--- config.mk ---
export PLATFORM = sky130hd
export DESIGN_NAME = ahb_ram_bridge_flat
export DESIGN_NICKNAME = d
export VERILOG_FILES = /design/src/rtl/ahb_pkg.sv /design/src/rtl/ahb_ram_bridge_if.sv /design/src/rtl/ahb_byte_lane_dec.sv /design/src/rtl/ahb_ram_bridge.sv /design/src/flat_wrapper.sv
export SDC_FILE = /design/constraint.sdc
export NUM_CORES = 1
export LEC_CHECK = 0
export ABC_AREA = 1
export BUFFER_PORTS_ARGS = -buffer_cell sky130_fd_sc_hd__buf_4
export CAP_MARGIN = 20
export CORE_AREA = 2 2 74 76
export CTS_CLUSTER_SIZE = 25
export DETAILED_ROUTE_END_ITERATION = 10
export DIE_AREA = 0 0 76 78
export PLACE_DENSITY_LB_ADDON = 0.3
export SLEW_MARGIN = 10
export SYNTH_ARGS = -nofsm -noshare
export SYNTH_HDL_FRONTEND = slang
export SYNTH_HIERARCHICAL = 1
export SYNTH_SLANG_ARGS = --single-unit
export TNS_END_PERCENT = 100
--- constraint.sdc ---
create_clock -name clk -period 3.1 [get_ports clk]
set_clock_uncertainty 0.05 [all_clocks]
set_input_delay 0.155 -clock clk [delete_from_list [all_inputs] [get_ports clk]]
set_output_delay 0.155 -clock clk [all_outputs]
set_load 0.1 [all_outputs]
--- src/rtl/ahb_pkg.sv ---
// Shared AHB-Lite encodings and the bridge state type.
package ahb_pkg;

  typedef enum logic [1:0] {
    HTRANS_IDLE   = 2'b00,
    HTRANS_BUSY   = 2'b01,
    HTRANS_NONSEQ = 2'b10,
    HTRANS_SEQ    = 2'b11
  } htrans_e;

  typedef enum logic [2:0] {
    HSIZE_BYTE = 3'd0,
    HSIZE_HALF = 3'd1,
    HSIZE_WORD = 3'd2
  } hsize_e;

  localparam logic HRESP_OKAY  = 1'b0;
  localparam logic HRESP_ERROR = 1'b1;

  typedef enum logic [2:0] {
    ST_IDLE,
    ST_WR,
    ST_RD,
    ST_RD1,
    ST_RD2,
    ST_ERR1,
    ST_ERR2
  } state_e;

endpackage

--- src/rtl/ahb_ram_bridge_if.sv ---
// AHB-Lite slave-side bus signals for the RAM bridge.
interface ahb_ram_bridge_if;
  logic        HSEL;
  logic [31:0] HADDR;
  logic [1:0]  HTRANS;
  logic [2:0]  HSIZE;
  logic        HWRITE;
  logic [31:0] HWDATA;
  logic        HREADY;
  logic        HREADYOUT;
  logic        HRESP;
  logic [31:0] HRDATA;

  modport slave (
    input  HSEL, HADDR, HTRANS, HSIZE, HWRITE, HWDATA, HREADY,
    output HREADYOUT, HRESP, HRDATA
  );

  modport master (
    output HSEL, HADDR, HTRANS, HSIZE, HWRITE, HWDATA, HREADY,
    input  HREADYOUT, HRESP, HRDATA
  );
endinterface

--- src/rtl/ahb_byte_lane_dec.sv ---
// Decodes HSIZE and the low address bits into RAM byte lanes and flags
// sizes/alignments the RAM port cannot serve.
module ahb_byte_lane_dec
  import ahb_pkg::*;
(
  input  logic [2:0] hsize,
  input  logic [1:0] addr_lo,
  output logic [3:0] mask,
  output logic       illegal
);

  always_comb begin
    mask    = 4'b0000;
    illegal = 1'b0;
    case (hsize)
      HSIZE_BYTE: mask = 4'b0001 << addr_lo;
      HSIZE_HALF: begin
        mask    = addr_lo[1] ? 4'b1100 : 4'b0011;
        illegal = addr_lo[0];
      end
      HSIZE_WORD: begin
        mask    = 4'b1111;
        illegal = |addr_lo;
      end
      default: illegal = 1'b1;
    endcase
  end

endmodule

--- src/rtl/ahb_ram_bridge.sv ---
// AHB-Lite slave driving a word-wide RAM port with byte write enables.
//
// state   | meaning
// IDLE    | no data phase in progress
// WR      | write data phase, ram_we = lane mask, commits on closing edge
// RD      | zero-wait read data phase, HRDATA = ram_spo
// RD1     | registered read, wait state while ram_spo is captured
// RD2     | registered read data phase, HRDATA = capture register
// ERR1    | first ERROR cycle, HREADYOUT low
// ERR2    | second ERROR cycle, HREADYOUT high
module ahb_ram_bridge
  import ahb_pkg::*;
#(
  parameter int ADDR_WIDTH = 14,
  parameter int REG_RDATA  = 0
) (
  input  logic                  clk,
  input  logic                  rst,
  ahb_ram_bridge_if.slave       bus,
  output logic [ADDR_WIDTH-1:0] ram_a,
  output logic [31:0]           ram_d,
  output logic [3:0]            ram_we,
  input  logic [31:0]           ram_spo
);

  state_e      state_q, state_d;
  logic [3:0]  mask_q;
  logic [3:0]  lane_mask;
  logic        lane_illegal;
  logic [31:0] hrdata_q;
  logic        hreadyout;
  logic        accept;
  logic        unused_bits;

  ahb_byte_lane_dec u_lane_dec (
    .hsize   (bus.HSIZE),
    .addr_lo (bus.HADDR[1:0]),
    .mask    (lane_mask),
    .illegal (lane_illegal)
  );

  assign hreadyout = !(state_q == ST_RD1 || state_q == ST_ERR1);
  // Gating on our own ready keeps ram_a stable if the bus ever misbehaves.
  assign accept    = bus.HSEL & bus.HTRANS[1] & bus.HREADY & hreadyout;

  always_ff @(posedge clk or posedge rst) begin
    if (rst) begin
      state_q  <= ST_IDLE;
      mask_q   <= 4'b0000;
      ram_a    <= '0;
      hrdata_q <= 32'h0;
    end else begin
      state_q <= state_d;
      if (accept) begin
        ram_a  <= bus.HADDR[ADDR_WIDTH+1:2];
        mask_q <= lane_mask;
      end
      if (state_q == ST_RD1) hrdata_q <= ram_spo;
    end
  end

  always_comb begin
    state_d = ST_IDLE;
    if (accept) begin
      if (lane_illegal)       state_d = ST_ERR1;
      else if (bus.HWRITE)    state_d = ST_WR;
      else if (REG_RDATA != 0) state_d = ST_RD1;
      else                    state_d = ST_RD;
    end
    case (state_q)
      ST_RD1:  state_d = ST_RD2;
      ST_ERR1: state_d = ST_ERR2;
      default: ;
    endcase
  end

  assign ram_we        = (state_q == ST_WR) ? mask_q : 4'b0000;
  assign ram_d         = bus.HWDATA;
  assign bus.HREADYOUT = hreadyout;
  assign bus.HRESP     = (state_q == ST_ERR1 || state_q == ST_ERR2) ? HRESP_ERROR : HRESP_OKAY;
  assign bus.HRDATA    = (REG_RDATA != 0) ? hrdata_q : ram_spo;

  assign unused_bits = ^{bus.HTRANS[0], bus.HADDR[31:ADDR_WIDTH+2]};

endmodule

--- src/flat_wrapper.sv ---
// flat-port wrapper written by rule: the top's interface ports become plain ports
module ahb_ram_bridge_flat import ahb_pkg::*;
#(
  parameter int ADDR_WIDTH = 14,
  parameter int REG_RDATA  = 0
)
  (clk, rst, ram_a, ram_d, ram_we, ram_spo, bus_HSEL, bus_HADDR, bus_HTRANS, bus_HSIZE, bus_HWRITE, bus_HWDATA, bus_HREADY, bus_HREADYOUT, bus_HRESP, bus_HRDATA);
  ahb_ram_bridge_if bus_i ();
  input  logic clk;
  input  logic rst;
  output logic [ADDR_WIDTH-1:0] ram_a;
  output logic [31:0] ram_d;
  output logic [3:0] ram_we;
  input  logic [31:0] ram_spo;
  input wire logic [$bits(bus_i.HSEL)-1:0] bus_HSEL;
  input wire logic [$bits(bus_i.HADDR)-1:0] bus_HADDR;
  input wire logic [$bits(bus_i.HTRANS)-1:0] bus_HTRANS;
  input wire logic [$bits(bus_i.HSIZE)-1:0] bus_HSIZE;
  input wire logic [$bits(bus_i.HWRITE)-1:0] bus_HWRITE;
  input wire logic [$bits(bus_i.HWDATA)-1:0] bus_HWDATA;
  input wire logic [$bits(bus_i.HREADY)-1:0] bus_HREADY;
  output wire logic [$bits(bus_i.HREADYOUT)-1:0] bus_HREADYOUT;
  output wire logic [$bits(bus_i.HRESP)-1:0] bus_HRESP;
  output wire logic [$bits(bus_i.HRDATA)-1:0] bus_HRDATA;
  assign bus_i.HSEL = bus_HSEL;
  assign bus_i.HADDR = bus_HADDR;
  assign bus_i.HTRANS = bus_HTRANS;
  assign bus_i.HSIZE = bus_HSIZE;
  assign bus_i.HWRITE = bus_HWRITE;
  assign bus_i.HWDATA = bus_HWDATA;
  assign bus_i.HREADY = bus_HREADY;
  assign bus_HREADYOUT = bus_i.HREADYOUT;
  assign bus_HRESP = bus_i.HRESP;
  assign bus_HRDATA = bus_i.HRDATA;
  ahb_ram_bridge #(.ADDR_WIDTH(ADDR_WIDTH), .REG_RDATA(REG_RDATA)) u_core (.clk(clk), .rst(rst), .bus(bus_i), .ram_a(ram_a), .ram_d(ram_d), .ram_we(ram_we), .ram_spo(ram_spo));
endmodule
==> metrics.txt <==
status finished clean; final hold vios 0; Least-Margin Pin Slew 0.8354 ns; CTS clock-pin slew for the worst setup and hold paths 0.08 ns; RD Place Congestion 0.6800; Die Span X 76 um; die area 5928 sq um; WL final 3.188 mm; Setup violations, final 0; share of post-route cells with drive strength above 1 0.2951; Residual DRC 0; H-Tree Level Count 1; Net Sw Frac 0.5329; CTS Hold Bufs 0; Synth Net Count 308; antenna violations before repair 0; PortBufs 44; crit share post-route 0.5888; clock tree buffer depth 2; post-cts sizing count 0; WHS 0.01278 ns; Total GRT Usage 0.1098; Power Internal 553.2 uW; Required @ worst endpoint 2.89 ns; cell area power density 793.4 nW/um^2; combinational share of power 0.537; via count 1,071; number of CTS-inserted buffers 3; TritonCTS clock tree built; Synth-to-Final Area Change -2.213%; Setup Buffers After CTS 0; clk sink count 21; sequential element share of the synthesized area 0.3443; Tmin final 1.825 ns; Starting Density 0.3027; drt initial violations 60; setup TNS 0 ns; vias in the first global route 1,092; yosys warns 6; Clock Root Buffer clkbuf_8; Clk pwr share 0.152; Slew headroom 0.4424; TritonRoute pass-1 iters 4; P_leak 0.0008163 uW; Gate Count Post-Synth 202; Max Freq 547.8 MHz; I/O Pins 190; number of fill cells 560; Worst Path Arrival 1.62 ns; nets@finish 290; Switching Power 631.0 uW; Final Core Density 0.2960; RSZ-0062 raised after global routing no; Crit Path Class flop to output pin; wire per inst 12.60 um; Maximum Capacitance Violations 0; grt ovf 0; Sequential Power Share 0.311; Max Transition Viols Final 0; Vias/cell 4.233; first-pass GRT wire length 5.154 mm; Final ANT Viol Nets 0; diode count 0; Mapped Area 1526 sq um; Core Box Area 5042 sq um; hpwl dp 2.232 mm; die height 78 um; maximum vdd drop 0.0002921 V; clk_lat worst skew 0.26 ns; Startpoint Class flop; largest net degree at the start of global routing 22; CP endpoint kind output pin; maximum fanout along the worst path 14; Netlist cell types 13; Cell Rows 26; syn_area_per_cell 7.557 sq um; worst hold-check path type input pin to async pin; Synth Register Bits 21
registers in the layout (all words and copies together) (netlist names):
signal and cells:
u_core/state_q 3, u_core/mask_q 4, u_core/ram_a 14
metrics by stage:
| step | setup slack, ns | std cells | total power (uW) | area [sq um] |
|---|---|---|---|---|
| floorplan | 1.024 | 202 | 1251 | 1526 |
| global placement | 1.486 | 249 | 1013 | 1448 |
| detailed placement | 1.505 | 249 | 1016 | 1448 |
| CTS | 1.209 | 253 | 1205 | 1493 |
| global route | 1.074 | 253 | 1251 | 1493 |
| finish | 1.275 | 253 | 1184 | 1493 |
kinds of logic after synthesis:
kind of cell | Yosys count | share of synthesized area
AO/OA/AOI/OAI | 1 | 0.003276
flip-flops | 21 | 0.3443
buffers and inverters | 81 | 0.3648
AND/OR/NAND/NOR | 99 | 0.2877
worst max-delay path: stages (launching register included):
cell	delay, ns
dfrtp_1	0.37
inv_1	0.09
nand2_1	0.06
nand2_1	0.04
nand2_1	0.40
buf_4	0.39
cells in the final DEF, fill, tap and decap left out, drive strengths merged:
master  netlist  final
clkbuf        0      4
buf          69     46
a21oi         1      1
nand2        50     50
nand3        36     36
nor2         13     13
inv          12     12
dfrtp        21     21
layout make-up:
cell class / count / area [sq um] / share of cell area
clock buffers: 4 / 45.04 / 0.03018
well taps: 70 / 87.58 / 0.05868
repair buffers: 46 / 345.3 / 0.2313
flip-flops and latches: 21 / 525.5 / 0.3521
inverters: 12 / 45.04 / 0.03018
multi-input cells: 100 / 444.2 / 0.2976
cells in the mapped netlist, drive strengths merged:
cell    n  area [sq um]
nand3  36         197.7
a21oi   1         5.000
inv    12         45.04
nand2  50         187.7
buf    69         511.7
nor2   13         53.80
dfrtp  21         525.5
power groups by stage:
stage	clock (uW)	combinational, uW	sequential, uW
2_1_floorplan	0	555	696
4_1_cts	192	644	368
3_3_place_gp	0	640	373
5_1_grt	204	671	376
3_5_place_dp	0	644	372
6_report	180	636	368
path summary, 6_finish.rpt:
kind                                   start                to  slack (ns)  cells after the start
min in group clk                bus_HADDR[3]   u_core/ram_a[1]        0.06                      3
hold reg to reg             u_core/mask_q[2]  u_core/mask_q[2]        0.43                      2
hold / removal                           rst   u_core/ram_a[3]        0.01                      2
max in group asynchronous                rst  u_core/mask_q[3]        2.47                      2
setup / recovery           u_core/state_q[1]     bus_HREADYOUT        1.27                      5
setup reg to reg           u_core/state_q[1]  u_core/ram_a[12]        1.55                      7
metal layers:
| metal | track usage | up-vias | share of wire | wire, um |
|---|---|---|---|---|
| li1 | - | 526 | - | - |
| met1 | 0.1255 | 478 | 0.43 | 1377 |
| met2 | 0.1750 | 53 | 0.46 | 1473 |
| met3 | 0.04302 | 14 | 0.082 | 261 |
| met4 | 0.06364 | 0 | 0.024 | 76 |
| met5 | 0 | - | 0 | 0 |
(Power assumes the default switching activity.)
